### src/rtl/riscv_writeback_arbiter.sv
// -----------------------------------------------------------------------------
// riscv_writeback_arbiter
//
// Write-side companion of the 2R1W LUTRAM register file. Single-cycle execute
// results and out-of-order long-latency results (load/divide) share the one
// register-file write port. Execute results have strict priority. Long-latency
// results wait in a small FIFO until the execute stage leaves a bubble.
//
// The write address/data leave through a registered stage (rd0_o/rd0_value_o).
// The register file stores that pair on the following edge. Between those two
// edges the register is readable only through the forwarding flags.
//
// A 32-bit scoreboard marks registers that have a long-latency write
// outstanding. A bit is set when the op issues and cleared when its result
// pops out of the FIFO into the write stage.
//
// Ports
//   clk_i, rst_i               clock, asynchronous active-high reset
//   exec_valid_i/rd_i/value_i  execute-stage result (always accepted)
//   issue_valid_i/rd_i         long-latency op issued (sets scoreboard bit)
//   mem_valid_i/rd_i/value_i   long-latency result into the FIFO
//   mem_ready_o                FIFO can accept (from registered count only)
//   ra_i, rb_i                 register-file read addresses being looked up
//   rd0_o, rd0_value_o         register-file write port (rd0_o = 0: no write)
//   ra_pending_o, rb_pending_o read address has an outstanding long-latency write
//   ra_fwd_o, rb_fwd_o         read address matches the in-flight write
// -----------------------------------------------------------------------------
module riscv_writeback_arbiter #(
  parameter int FIFO_DEPTH = 2,
  parameter int FIFO_AW    = 1
) (
  input  logic        clk_i,
  input  logic        rst_i,
  input  logic        exec_valid_i,
  input  logic [4:0]  exec_rd_i,
  input  logic [31:0] exec_value_i,
  input  logic        issue_valid_i,
  input  logic [4:0]  issue_rd_i,
  input  logic        mem_valid_i,
  input  logic [4:0]  mem_rd_i,
  input  logic [31:0] mem_value_i,
  output logic        mem_ready_o,
  input  logic [4:0]  ra_i,
  input  logic [4:0]  rb_i,
  output logic [4:0]  rd0_o,
  output logic [31:0] rd0_value_o,
  output logic        ra_pending_o,
  output logic        rb_pending_o,
  output logic        ra_fwd_o,
  output logic        rb_fwd_o
);

  localparam logic [FIFO_AW:0] CNT_FULL = (FIFO_AW+1)'(FIFO_DEPTH);

  // One-hot mask of a register index for scoreboard set/clear.
  function automatic logic [31:0] reg_mask(input logic [4:0] r);
    return 32'd1 << r;
  endfunction

  // FIFO storage (data only, never reset: validity is tracked by count_q)
  logic [4:0]  fifo_rd_q  [FIFO_DEPTH];
  logic [31:0] fifo_val_q [FIFO_DEPTH];

  logic [FIFO_AW-1:0] wr_ptr_q, wr_ptr_d;
  logic [FIFO_AW-1:0] rd_ptr_q, rd_ptr_d;
  logic [FIFO_AW:0]   count_q,  count_d;
  logic [31:0]        sb_q,     sb_d;
  logic [4:0]         rd0_q,    rd0_d;
  logic [31:0]        rd0_value_q, rd0_value_d;

  logic        push;
  logic        pop;
  logic [4:0]  head_rd;
  logic [31:0] head_val;

  // Ready depends only on the registered count so a source can never form a
  // combinational loop through mem_valid_i.
  assign mem_ready_o = (count_q != CNT_FULL);

  assign head_rd  = fifo_rd_q[rd_ptr_q];
  assign head_val = fifo_val_q[rd_ptr_q];

  // Input stage: push/pop decisions and next-state computation
  always_comb begin
    push        = mem_valid_i & mem_ready_o;
    pop         = ~exec_valid_i & (count_q != '0);

    wr_ptr_d    = wr_ptr_q;
    rd_ptr_d    = rd_ptr_q;
    count_d     = count_q;
    rd0_d       = 5'd0;
    rd0_value_d = rd0_value_q;
    sb_d        = sb_q;

    if (push) begin
      wr_ptr_d = wr_ptr_q + 1'b1;
    end
    if (pop) begin
      rd_ptr_d = rd_ptr_q + 1'b1;
    end

    // Pointers wrap naturally because FIFO_DEPTH is a power of two.
    unique case ({push, pop})
      2'b10:   count_d = count_q + 1'b1;
      2'b01:   count_d = count_q - 1'b1;
      default: count_d = count_q;
    endcase

    if (exec_valid_i) begin
      rd0_d       = exec_rd_i;
      rd0_value_d = exec_value_i;
    end else if (pop) begin
      rd0_d       = head_rd;
      rd0_value_d = head_val;
    end

    // Clear before set so a same-cycle re-issue of the popping register
    // keeps its bit: the new op is still outstanding.
    if (pop) begin
      sb_d = sb_d & ~reg_mask(head_rd);
    end
    if (issue_valid_i) begin
      sb_d = sb_d | reg_mask(issue_rd_i);
    end
    sb_d[0] = 1'b0;
  end

  // FIFO write
  always_ff @(posedge clk_i) begin
    if (push) begin
      fifo_rd_q[wr_ptr_q]  <= mem_rd_i;
      fifo_val_q[wr_ptr_q] <= mem_value_i;
    end
  end

  // Registered write stage and control state
  always_ff @(posedge clk_i or posedge rst_i) begin
    if (rst_i) begin
      wr_ptr_q    <= '0;
      rd_ptr_q    <= '0;
      count_q     <= '0;
      sb_q        <= '0;
      rd0_q       <= '0;
      rd0_value_q <= '0;
    end else begin
      wr_ptr_q    <= wr_ptr_d;
      rd_ptr_q    <= rd_ptr_d;
      count_q     <= count_d;
      sb_q        <= sb_d;
      rd0_q       <= rd0_d;
      rd0_value_q <= rd0_value_d;
    end
  end

  // Output stage: lookups from registered state and read addresses
  assign rd0_o        = rd0_q;
  assign rd0_value_o  = rd0_value_q;
  assign ra_pending_o = sb_q[ra_i];
  assign rb_pending_o = sb_q[rb_i];
  // The in-flight write is not yet in the LUTRAM; its scoreboard bit may
  // already be clear, so readers must take rd0_value_o instead.
  assign ra_fwd_o     = (rd0_q != 5'd0) && (rd0_q == ra_i);
  assign rb_fwd_o     = (rd0_q != 5'd0) && (rd0_q == rb_i);

endmodule
### config.mk
export PLATFORM = sky130hd
export DESIGN_NAME = riscv_writeback_arbiter
export DESIGN_NICKNAME = d
export VERILOG_FILES = /design/src/rtl/riscv_writeback_arbiter.sv
export SDC_FILE = /design/constraint.sdc
export NUM_CORES = 1
export LEC_CHECK = 0
export ABC_AREA = 1
export BUFFER_PORTS_ARGS = -buffer_cell sky130_fd_sc_hd__buf_2
export CAP_MARGIN = 20
export CORE_UTILIZATION = 45
export DETAILED_ROUTE_END_ITERATION = 8
export PLACE_DENSITY_LB_ADDON = 0.08
export SLEW_MARGIN = 15
export SYNTH_ARGS = -nofsm -noshare
export SYNTH_HDL_FRONTEND = slang
export SYNTH_SLANG_ARGS = --single-unit
export TNS_END_PERCENT = 50
### constraint.sdc
create_clock -name clk_i -period 6.1 [get_ports clk_i]
set_input_delay 0.61 -clock clk_i [delete_from_list [all_inputs] [get_ports clk_i]]
set_output_delay 0.61 -clock clk_i [all_outputs]
set_load 0.02 [all_outputs]
==> metrics.yaml <==
outcome: "finished clean"
ys_seq_elements: 146
layout.nets: 929
rr_worst_depth: 5
synth_area_leaders: "edfxtp_1, dfrtp_1, nand2_1"
skew_ns: 0.01123
gp_congestion: 0.8925
worst-slew-pin-transition_ns: 1.073
row_count: 43
routedWlPerCell_um: 16.34
core_um2: 14040
cp.arrival_ns: 2.00
syn_area_um2: 6571
vias_per_cell: 5.321
clk_latency_ns: 0.42
critPathRequiredTime_ns: 5.49
cts-resized-gates: 0
p_leak_nw: 3.503
grt_max_degree: 73
p_per_area_nw_per_um2: 470.3
dieWidth_um: 122.8
wirelength_um: 16760
syn2layout_area_growth_pct: 21.63
worst_hold_path_type: "primary input to register"
die-area_um2: 15090
path_max_fanout: 18
grt_antenna_before_repair: 1
cp-end-kind: "output port"
cts_setup_buffers: 0
drt_pass1_iterations: 5
overflow: 0
num_io_pins: 136
die_height_um: 122.8
min_delay_path_depth: 1
synth_top_area_cell: "edfxtp_1"
drt_iter0_markers: 492
initial_core_util: 0.4680
drv_cap: 0
vdd_drop_max_v: 0.0002311
port_buffers: 135
root_buffer: "clkbuf_16"
multi_input_area_um2: 2273
netlist_instances: 709
fmax_mhz: 382.6
start_kind: "primary input"
yosys.cell_types.count: 28
grt_pass1_wl_um: 26810
syn_avg_cell_area_um2: 9.268
fillerInstances: 1260
finalHoldViolations: 0
utilization: 0.5692
dpl.hpwl_um: 11330
grt_usage: 0.2365
yosysTopAreaCellShare: 0.3382
finalSetupTns_ns: 0
yosysWarnings: 0
fin_crit_ns: 2.613
final-seq-area_um2: 4024
htreeDepth: 4
finalCritPeriodShare: 0.4284
cts_tree: "yes"
cts_buffers: 17
clock-sinks: 146
slew_violations: 0
yosysSeqAreaShare: 0.6123
vias: 5459
setup_viol: 0
rsz0062_at_grt: "no"
n_antenna_cell: 0
drc: 0
path_class: "primary input to output port"
cts.clk_slew.worst_paths_ns: 0.06
hold_buffers: 0
slew_headroom: 0.2845
synth_nets: 804
cts.path.max_buffers: 2
grt_pass1_vias: 5403
drive_gt1_frac: 0.2128
ant_nets: 0
cells in the mapped netlist:
master	instances
nand4_1	2
clkinv_1	1
nor2_4	1
or2_2	1
o21ai_2	2
buf_6	2
inv_1	31
ha_1	1
nor2_2	1
nor2_1	51
edfxtp_1	74
or2_1	2
xnor2_1	10
inv_2	3
o21ai_0	50
buf_2	9
nor3b_1	1
nor3_1	9
buf_4	1
xor2_1	3
o21ai_1	9
nand2_1	235
o311ai_0	17
a21oi_1	32
nand3_1	67
clkbuf_1	18
buf_1	4
dfrtp_1	72
worst paths after layout:
| check | start | end | slack (ns) |
|---|---|---|---|
| max in group asynchronous | rst_i | sb_q[3] | 4.99 |
| worst max-delay path | ra_i[0] | ra_pending_o | 3.49 |
| worst min register to register | rd0_value_o[8] | rd0_value_o[8] | 0.48 |
| worst min-delay path | mem_value_i[15] | fifo_val_q[1][15] | 0.37 |
| worst max register to register | rd_ptr_q | sb_q[31] | 3.98 |
| min in group asynchronous | rst_i | rd0_value_o[20] | 0.47 |
layout make-up:
| cell class | count | area share |
|---|---|---|
| Timing Repair Buffer | 140 | 0.09236 |
| Clock inverter | 12 | 0.01972 |
| Multi-Input combinational cell | 494 | 0.2844 |
| Tap cell | 180 | 0.02818 |
| Sequential cell | 146 | 0.5034 |
| Inverter | 35 | 0.01644 |
| Clock buffer | 19 | 0.05542 |
cells by family (layout without fill, tap and decap cells):
group / count (synthesis) / count (layout) / synth area share
buffers and inverters: 69 / 206 / 0.04398
AND/OR/NAND/NOR: 370 / 370 / 0.2298
adder cells (fa/ha/maj): 1 / 1 / 0.001904
flip-flops: 146 / 146 / 0.6123
XOR/XNOR: 13 / 13 / 0.01733
AO/OA/AOI/OAI: 110 / 110 / 0.09463
layer usage:
layer	global-route usage	up-vias	part of all wire	wire, um
li1	-	2631	-	-
met1	0.2934	2610	0.42	7054
met2	0.3929	195	0.50	8316
met3	0.06738	21	0.065	1092
met4	0.08460	2	0.017	289
met5	0	-	0.00048	8
metrics by stage:
step           power, mW  std cells  setup slack [ns]  cell area [um^2]  hold WS, ns
6_report           3.759       1026             3.487              7993       0.3748
5_1_grt            3.991       1026             3.322              7993       0.3590
4_1_cts            3.793       1026             3.496              7993       0.3586
3_5_place_dp       2.728        995             3.228              7392       0.4733
3_3_place_gp       2.670        993             3.335              7352       0.4641
2_1_floorplan      2.311        709             3.297              6571       0.4623
registers in the layout (all words and copies together), names as in the netlist:
register	cells
fifo_val_q	64
rd0_value_o	32
sb_q	31
fifo_rd_q	10
rd0_o	5
count_q	2
rd_ptr_q	1
wr_ptr_q	1
cell usage in the layout (no fill, tap or decap), drive strengths merged, types with 9 or more instances in the layout:
master / n
a21oi: 32
buf: 140
clkbuf: 19
dfrtp: 72
edfxtp: 74
inv: 36
nand2: 235
nand3: 67
nor2: 53
nor3: 9
o21ai: 61
o311ai: 17
xnor2: 10
critical path, stage by stage:
cell,delay (ns)
buf_2,0.31
inv_1,0.33
nand2_1,0.15
nand3_1,0.08
nand3_1,0.11
nand2_1,0.07
nand2_1,0.06
nand2_1,0.04
nand2_1,0.05
nand2_1,0.04
buf_2,0.15
report_power, final:
group,switching [mW],internal [mW]
logic,0.773,0.354
registers,0.195,1.38
clock network,0.401,0.654
(Power assumes the default switching activity.)
